## src/rtl/legv8_pkg.sv

```systemverilog
// Shared LEGv8 decode definitions: opcode patterns, ALUOp encoding and condition codes.
// Also holds the instruction format enumeration and the B.cond evaluation helper.
package legv8_pkg;

  // R-type and D-type opcodes, matched on instruction[31:21]
  localparam logic [10:0] OpAdd  = 11'b10001011000;
  localparam logic [10:0] OpSub  = 11'b11001011000;
  localparam logic [10:0] OpAnd  = 11'b10001010000;
  localparam logic [10:0] OpOrr  = 11'b10101010000;
  localparam logic [10:0] OpLsl  = 11'b11010011011;
  localparam logic [10:0] OpLsr  = 11'b11010011010;
  localparam logic [10:0] OpBr   = 11'b11010110000;
  localparam logic [10:0] OpLdur = 11'b11111000010;
  localparam logic [10:0] OpStur = 11'b11111000000;
  localparam logic [10:0] OpHalt = 11'b11111111111;

  // I-type on [31:22], CB on [31:24], B on [31:26]
  localparam logic [9:0] OpAddi  = 10'b1001000100;
  localparam logic [9:0] OpSubi  = 10'b1101000100;
  localparam logic [7:0] OpCbz   = 8'b10110100;
  localparam logic [7:0] OpCbnz  = 8'b10110101;
  localparam logic [7:0] OpBcond = 8'b01010100;
  localparam logic [5:0] OpB     = 6'b000101;
  localparam logic [5:0] OpBl    = 6'b100101;

  localparam logic [31:0] NopInsn  = 32'hD503201F;
  localparam logic [31:0] HaltInsn = 32'hFFE00000;

  typedef enum logic [1:0] {
    AluAdd  = 2'b00,
    AluPass = 2'b01,
    AluFunc = 2'b10
  } aluop_e;

  typedef enum logic [3:0] {
    CondEq, CondNe, CondCs, CondCc, CondMi, CondPl, CondVs, CondVc,
    CondHi, CondLs, CondGe, CondLt, CondGt, CondLe, CondAl, CondNv
  } cond_e;

  typedef enum logic [3:0] {
    FmtIllegal, FmtR, FmtShift, FmtBr, FmtLdur, FmtStur, FmtI,
    FmtCbz, FmtCbnz, FmtBcond, FmtB, FmtBl, FmtNop, FmtHalt
  } fmt_e;

  // nzcv = {N, Z, C, V}
  function automatic logic cond_holds(input cond_e c, input logic [3:0] nzcv);
    logic n, z, cf, v;
    n  = nzcv[3];
    z  = nzcv[2];
    cf = nzcv[1];
    v  = nzcv[0];
    unique case (c)
      CondEq:  cond_holds = z;
      CondNe:  cond_holds = !z;
      CondCs:  cond_holds = cf;
      CondCc:  cond_holds = !cf;
      CondMi:  cond_holds = n;
      CondPl:  cond_holds = !n;
      CondVs:  cond_holds = v;
      CondVc:  cond_holds = !v;
      CondHi:  cond_holds = cf && !z;
      CondLs:  cond_holds = !cf || z;
      CondGe:  cond_holds = (n == v);
      CondLt:  cond_holds = (n != v);
      CondGt:  cond_holds = !z && (n == v);
      CondLe:  cond_holds = z || (n != v);
      default: cond_holds = 1'b1;
    endcase
  endfunction

endpackage

```

## src/rtl/register_file.sv

```systemverilog
// 32x64 LEGv8 register file: two asynchronous read ports, one synchronous write port.
// X31 reads as zero and ignores writes; active-low reset clears every register at once.
module register_file (
  input  logic        clk,
  input  logic        rst_n,
  input  logic [4:0]  raddr1,
  input  logic [4:0]  raddr2,
  output logic [63:0] rdata1,
  output logic [63:0] rdata2,
  input  logic        wen,
  input  logic [4:0]  waddr,
  input  logic [63:0] wdata
);

  logic [63:0] regs_q [32];

  always_ff @(posedge clk or negedge rst_n) begin
    if (!rst_n) begin
      for (int i = 0; i < 32; i++) begin
        regs_q[i] <= 64'd0;
      end
    end else if (wen && (waddr != 5'd31)) begin
      regs_q[waddr] <= wdata;
    end
  end

  // No write-to-read bypass: a read in the write cycle sees the old value.
  assign rdata1 = (raddr1 == 5'd31) ? 64'd0 : regs_q[raddr1];
  assign rdata2 = (raddr2 == 5'd31) ? 64'd0 : regs_q[raddr2];

endmodule

```

## src/rtl/instruction_decode.sv

```systemverilog
// LEGv8 decode stage: format classification, register read, immediate extension,
// control generation and same-cycle branch resolution back to fetch.
module instruction_decode
  import legv8_pkg::*;
(
  input  logic        clk,
  input  logic        rst_n,
  input  logic [31:0] instruction,
  input  logic [63:0] PC,
  input  logic [3:0]  flags,
  input  logic        wb_en,
  input  logic [4:0]  wb_reg,
  input  logic [63:0] wb_data,
  output logic        PCSrc,
  output logic [63:0] BranchAddress,
  output logic [63:0] read_data1,
  output logic [63:0] read_data2,
  output logic [63:0] sign_ext_imm,
  output logic        Reg2Loc,
  output logic        ALUSrc,
  output logic        MemtoReg,
  output logic        RegWrite,
  output logic        MemRead,
  output logic        MemWrite,
  output logic        Branch,
  output logic        Link,
  output logic [1:0]  ALUOp,
  output logic [4:0]  write_reg,
  output logic        halt,
  output logic        illegal
);

  fmt_e        fmt;
  aluop_e      alu_op;
  logic [10:0] op11;
  logic [63:0] pc_plus4;
  logic [63:0] b_target;
  logic [63:0] cb_target;

  assign op11 = instruction[31:21];

  always_comb begin
    fmt = FmtIllegal;
    if (op11 == OpHalt) begin
      fmt = FmtHalt;
    end else if (op11 == OpAdd || op11 == OpSub || op11 == OpAnd || op11 == OpOrr) begin
      fmt = FmtR;
    end else if (op11 == OpLsl || op11 == OpLsr) begin
      fmt = FmtShift;
    end else if (op11 == OpBr) begin
      fmt = FmtBr;
    end else if (op11 == OpLdur) begin
      fmt = FmtLdur;
    end else if (op11 == OpStur) begin
      fmt = FmtStur;
    end else if (instruction[31:22] == OpAddi || instruction[31:22] == OpSubi) begin
      fmt = FmtI;
    end else if (instruction[31:24] == OpCbz) begin
      fmt = FmtCbz;
    end else if (instruction[31:24] == OpCbnz) begin
      fmt = FmtCbnz;
    end else if (instruction[31:24] == OpBcond) begin
      fmt = FmtBcond;
    end else if (instruction[31:26] == OpB) begin
      fmt = FmtB;
    end else if (instruction[31:26] == OpBl) begin
      fmt = FmtBl;
    end else if (instruction == NopInsn) begin
      fmt = FmtNop;
    end
  end

  always_comb begin
    Reg2Loc  = 1'b0;
    ALUSrc   = 1'b0;
    MemtoReg = 1'b0;
    RegWrite = 1'b0;
    MemRead  = 1'b0;
    MemWrite = 1'b0;
    Branch   = 1'b0;
    Link     = 1'b0;
    alu_op   = AluAdd;
    unique case (fmt)
      FmtR, FmtShift: begin
        RegWrite = 1'b1;
        alu_op   = AluFunc;
      end
      FmtI: begin
        RegWrite = 1'b1;
        ALUSrc   = 1'b1;
        alu_op   = AluFunc;
      end
      FmtLdur: begin
        ALUSrc   = 1'b1;
        MemRead  = 1'b1;
        MemtoReg = 1'b1;
        RegWrite = 1'b1;
      end
      FmtStur: begin
        Reg2Loc  = 1'b1;
        ALUSrc   = 1'b1;
        MemWrite = 1'b1;
      end
      FmtCbz, FmtCbnz, FmtBcond: begin
        Reg2Loc = 1'b1;
        Branch  = 1'b1;
        alu_op  = AluPass;
      end
      FmtB, FmtBr: Branch = 1'b1;
      FmtBl: begin
        Branch = 1'b1;
        Link   = 1'b1;
      end
      default: ;
    endcase
  end

  assign ALUOp     = alu_op;
  assign halt      = (fmt == FmtHalt);
  assign illegal   = (fmt == FmtIllegal);
  assign write_reg = (fmt == FmtBl) ? 5'd30 : instruction[4:0];

  register_file u_register_file (
    .clk    (clk),
    .rst_n  (rst_n),
    .raddr1 (instruction[9:5]),
    .raddr2 (Reg2Loc ? instruction[4:0] : instruction[20:16]),
    .rdata1 (read_data1),
    .rdata2 (read_data2),
    .wen    (wb_en),
    .waddr  (wb_reg),
    .wdata  (wb_data)
  );

  always_comb begin
    unique case (fmt)
      FmtI:                   sign_ext_imm = {52'd0, instruction[21:10]};
      FmtLdur, FmtStur:       sign_ext_imm = {{55{instruction[20]}}, instruction[20:12]};
      FmtCbz, FmtCbnz,
      FmtBcond:               sign_ext_imm = {{45{instruction[23]}}, instruction[23:5]};
      FmtB, FmtBl:            sign_ext_imm = {{38{instruction[25]}}, instruction[25:0]};
      FmtShift:               sign_ext_imm = {58'd0, instruction[15:10]};
      default:                sign_ext_imm = 64'd0;
    endcase
  end

  always_comb begin
    unique case (fmt)
      FmtB, FmtBl, FmtBr: PCSrc = 1'b1;
      FmtCbz:             PCSrc = (read_data2 == 64'd0);
      FmtCbnz:            PCSrc = (read_data2 != 64'd0);
      FmtBcond:           PCSrc = cond_holds(cond_e'(instruction[3:0]), flags);
      default:            PCSrc = 1'b0;
    endcase
  end

  assign pc_plus4  = PC + 64'd4;
  assign b_target  = PC + {{36{instruction[25]}}, instruction[25:0], 2'b00};
  assign cb_target = PC + {{43{instruction[23]}}, instruction[23:5], 2'b00};

  // Untaken conditional branches hand fetch the fall-through address.
  always_comb begin
    unique case (fmt)
      FmtB, FmtBl:                BranchAddress = b_target;
      FmtCbz, FmtCbnz, FmtBcond:  BranchAddress = PCSrc ? cb_target : pc_plus4;
      FmtBr:                      BranchAddress = read_data1;
      default:                    BranchAddress = pc_plus4;
    endcase
  end

endmodule

```

## config.mk

```make
export PLATFORM = sky130hd
export DESIGN_NAME = instruction_decode
export DESIGN_NICKNAME = d
export VERILOG_FILES = /design/src/rtl/legv8_pkg.sv /design/src/rtl/register_file.sv /design/src/rtl/instruction_decode.sv
export SDC_FILE = /design/constraint.sdc
export NUM_CORES = 2
export LEC_CHECK = 0
export BUFFER_PORTS_ARGS = -buffer_cell sky130_fd_sc_hd__buf_2
export CAP_MARGIN = 5
export CORE_UTILIZATION = 30
export DETAILED_ROUTE_END_ITERATION = 7
export PLACE_DENSITY = 0.51
export SLEW_MARGIN = 20
export SYNTH_ARGS = -nofsm -noshare
export SYNTH_HDL_FRONTEND = slang
export SYNTH_SLANG_ARGS = --single-unit
```

## constraint.sdc

```tcl
create_clock -name clk -period 8.6 [get_ports clk]
set_input_delay 0.86 -clock clk [delete_from_list [all_inputs] [get_ports clk]]
set_output_delay 0.86 -clock clk [all_outputs]
set_load 0.1 [all_outputs]
```

==> impl_results.md <==
* Status: finished with violations
* Total Die Area at 425000 um^2
* Gate Count Post-Synth at 11900
* Initial antenna violation count at a little under 100
* IO Pins at between 400 and 500
* Area of the multi-input gates at 71000 um^2
* Register area at 51200 um^2
* Final ANT Viol Nets at 0
* Max cap viols at 0
* Async set-reset flop share out of synthesis at 100%
* Share of layout cells above drive strength 1 at around 33%
* Yosys cell types at 108
* Gr usage total at roughly 28%
* Inst Count DP at between 15000 and 20000
* P_sw at approximately 11 mW
* Post-synth top area cell: dfrtp_1
* Largest net degree at the start of global routing at 157
* H-Tree Depth at 4
* Via count at 110000
* Clock power share at between 30 and 40%
* Vias/cell at roughly 6.2
* Clock latency on the worst-skew pair at 0.93 ns
* DIE WIDTH at approximately 650 um
* Number of global-route vias before repair at approximately 100k
* Reg2reg setup slack at 7.59 ns
* CTS Sinks at a little over 2000
* Synth warn at 0
* Synth Net Count at about 12000
* Crit path max fanout at 39
* Post-Syn Area at 127000 um^2
* Fmax at approximately 120 MHz
* Most flop-heavy register: u_register_file.regs_q
* Largest stage delay on the critical path at 0.81 ns
* Synth area leaders: dfrtp_1 40%, mux2_2 19%, mux4_2 5.8%, mux2i_1 4.4%, nand2_1 3.0%
* Post-route design area at roughly 150000 um^2
* CTS tree: yes
* Max Clock Skew at 0 ns
* Clock Root Buffer: clkbuf_16
* Crit-path cells: buf_2, and3b_1, o21ai_4, buf_6, nand3_4, nand2_8, buf_4, buf_4, mux2i_1, o22ai_1, o21ai_0, nand4_1, or4_1, nor4_4, buf_12, and4_4, nor3b_4, buf_12, buf_12, nand2b_1, buf_4, o211ai_1, buf_12
* Worst-path clk slew at 0.06 ns
* Register area share after synthesis at approximately two fifths
* WP buf/inv at 9
* CP top delay family: simple AND/OR/NAND/NOR gates
* Pleak at between 60 and 70 nW
* Crit. Startpoint: instruction[30]
* Max reg flops at 2048
* Violations in the final reports: setup timing
* WP data arrival at around 7.8 ns
* GRT overflow at 0
* Pwr Total at approximately 32 mW
* Fin crit share at 100%
* Hold violation count in the final report at 0
* Primary FF master, synth: dfrtp_1
* Layout Nets at approximately 12000
* Most common cell in the synthesized netlist: mux2_2
* Clk buf depth at 4
* Final setup viols at 6
* Startpoint Class: input port
* Worst setup EP type: output port
* Finished Layout Cells at 17600
* Core area at about 420000 um^2
* Final setup margin at -0.0300 ns
* Worst hold path class: flop to flop
* Hold Path End: u_register_file.regs_q[55]
* Switching Share at 34.4%
* HPWL after DPL at just under 400000 um
* CP Class: input port to output port
* WL final at around 620000 um
* Wire per inst at approximately 35 um
* Syn Area/Cell at 10.7 um^2
* VDD IR max at approximately 0.00017 V
* Fin. max-slew vios at 0
* Filler cell count at approximately 42000
* First-pass GRT wire length at between 800000 and 900000 um
* EDFF count, synth at 0
* Drt pass-1 iters at 8
* Worst Reg-to-Reg Cells at 1
* Post-synthesis register bit count at 2048
* Crit-path slowest cell: or4_1
* DRC viols at 0
* Cts bufs inserted at roughly 240
* Cell-internal power at around 21 mW
* PwrDens at about 220 nW/um^2
* R2R Path Start: u_register_file.regs_q[1364]
* Commonest cells in the netlist: 2155 x mux2_2, 2048 x dfrtp_1, 1021 x nand2_1, 893 x clkbuf_1, 590 x a21oi_1
* Critical Path RT at 7.74 ns
* Worst slew pin tran at roughly 1.3 ns
* Initial DRC count at 13800
* Die height at 652 um
* Most used cell, CP: buf_12
* WHS Path Cells at 0
* Flop pwr share at between 40 and 50%
* Dpl cell area at around 140000 um^2
* Starting density of the core at between 30 and 40%
* Pre-CTS worst setup slack at -0.391 ns
* Comb power frac at between 20% and 30%
* Synth-to-Final Area Change at 14.7%
* Hold_sp: u_register_file.regs_q[55]
* Relative slew slack at between 10% and 20%
* I/O Buffers at 445
* Period minus WS final at about 8.6 ns
* RR Endpoint: u_register_file.regs_q[1364]
* Top Registers: u_register_file.regs_q: 2048 flops
* Synth top area share at 40.4%
* Final RePlAce weighted congestion at 0.967
* Row count at around 240
==> cells in the final DEF, fill, tap and decap left out, drive strengths merged, types with 122 or more instances in the layout <==
master	instances
buf	907
clkbuf	361
mux2i	560
o22ai	229
a22oi	136
o221ai	136
nor2	326
a21oi	592
mux4	324
and3	145
ha	122
mux2	2155
dfrtp	2048
nand2	1023
nand3	451
o21ai	427
nand2b	287
a211oi	294
==> what timing repair did <==
action                                  CTS  global route
endpoints found under the hold margin    58             0
hold buffers                              1             0
gates resized for setup                   2            13
gates cloned                              0             1
pin swaps                                 1             1
buffers inserted                          2             0
endpoints found under the setup margin   62            61
==> power by group through the flow <==
stage	clock (mW)	sequential [mW]	combinational, mW
after floorplan	0	12.6	5.76
after global placement	0	13.1	8.27
after detailed placement	0	13.1	8.35
after CTS	10.2	13.0	8.38
after global routing	10.6	13.2	8.95
final	10.2	13.0	8.51
==> how the worst max path moves through the flow <==
stage / slack, ns / cells past startpoint / to
after global routing: -0.004 / 24 / BranchAddress[56]
final: -0.03 / 23 / BranchAddress[58]
after CTS: 0.03 / 24 / BranchAddress[58]
after detailed placement: -0.39 / 21 / BranchAddress[58]
after floorplan: 0.05 / 23 / BranchAddress[37]
after global placement: -0.37 / 21 / BranchAddress[58]
==> layer usage <==
metal	track usage (%)	up-vias	part of all wire, %
met5	0.566	-	0.11
met4	15.9	48	6.3
met3	7.98	1520	11
met2	41.2	6545	43
met1	36.8	57200	40
li1	-	44300	-
==> area by class of cell <==
type                    instances  area share, %
clock inverters                61          0.440
repair buffers                909           5.64
multi-input cells            8510           48.8
well taps                    5640           4.85
flip-flops and latches       2048           35.2
clock buffers                 360           4.75
diodes                         43         0.0740
inverters                      54          0.169
==> metrics by stage <==
step / hold WS [ns] / utilization (%) / setup TNS, ns
2_1_floorplan: 0.439 / - / 0
3_3_place_gp: 0.377 / 32.7 / -12.02
3_5_place_dp: 0.378 / 32.7 / -13.19
4_1_cts: 0.394 / 34.5 / 0
5_1_grt: 0.404 / 34.6 / -0.00422
6_report: 0.391 / 34.6 / -0.124
==> cells by family (layout without fill, tap and decap cells) <==
family                     Yosys count  count (layout)  synth area share, %
buffers and inverters             1314            1384                 4.40
xor gates and xnor gates           175             175                 1.21
adders and majority gates          124             124                 1.24
other                                0              43                    0
and+or+nand+nor                   2612            2612                 9.89
muxes                             3039            3039                 29.3
AOI/OAI and AO/OA                 2560            2560                 13.5
DFF                               2048            2048                 40.4
Power figures use the tool's default switching activity.
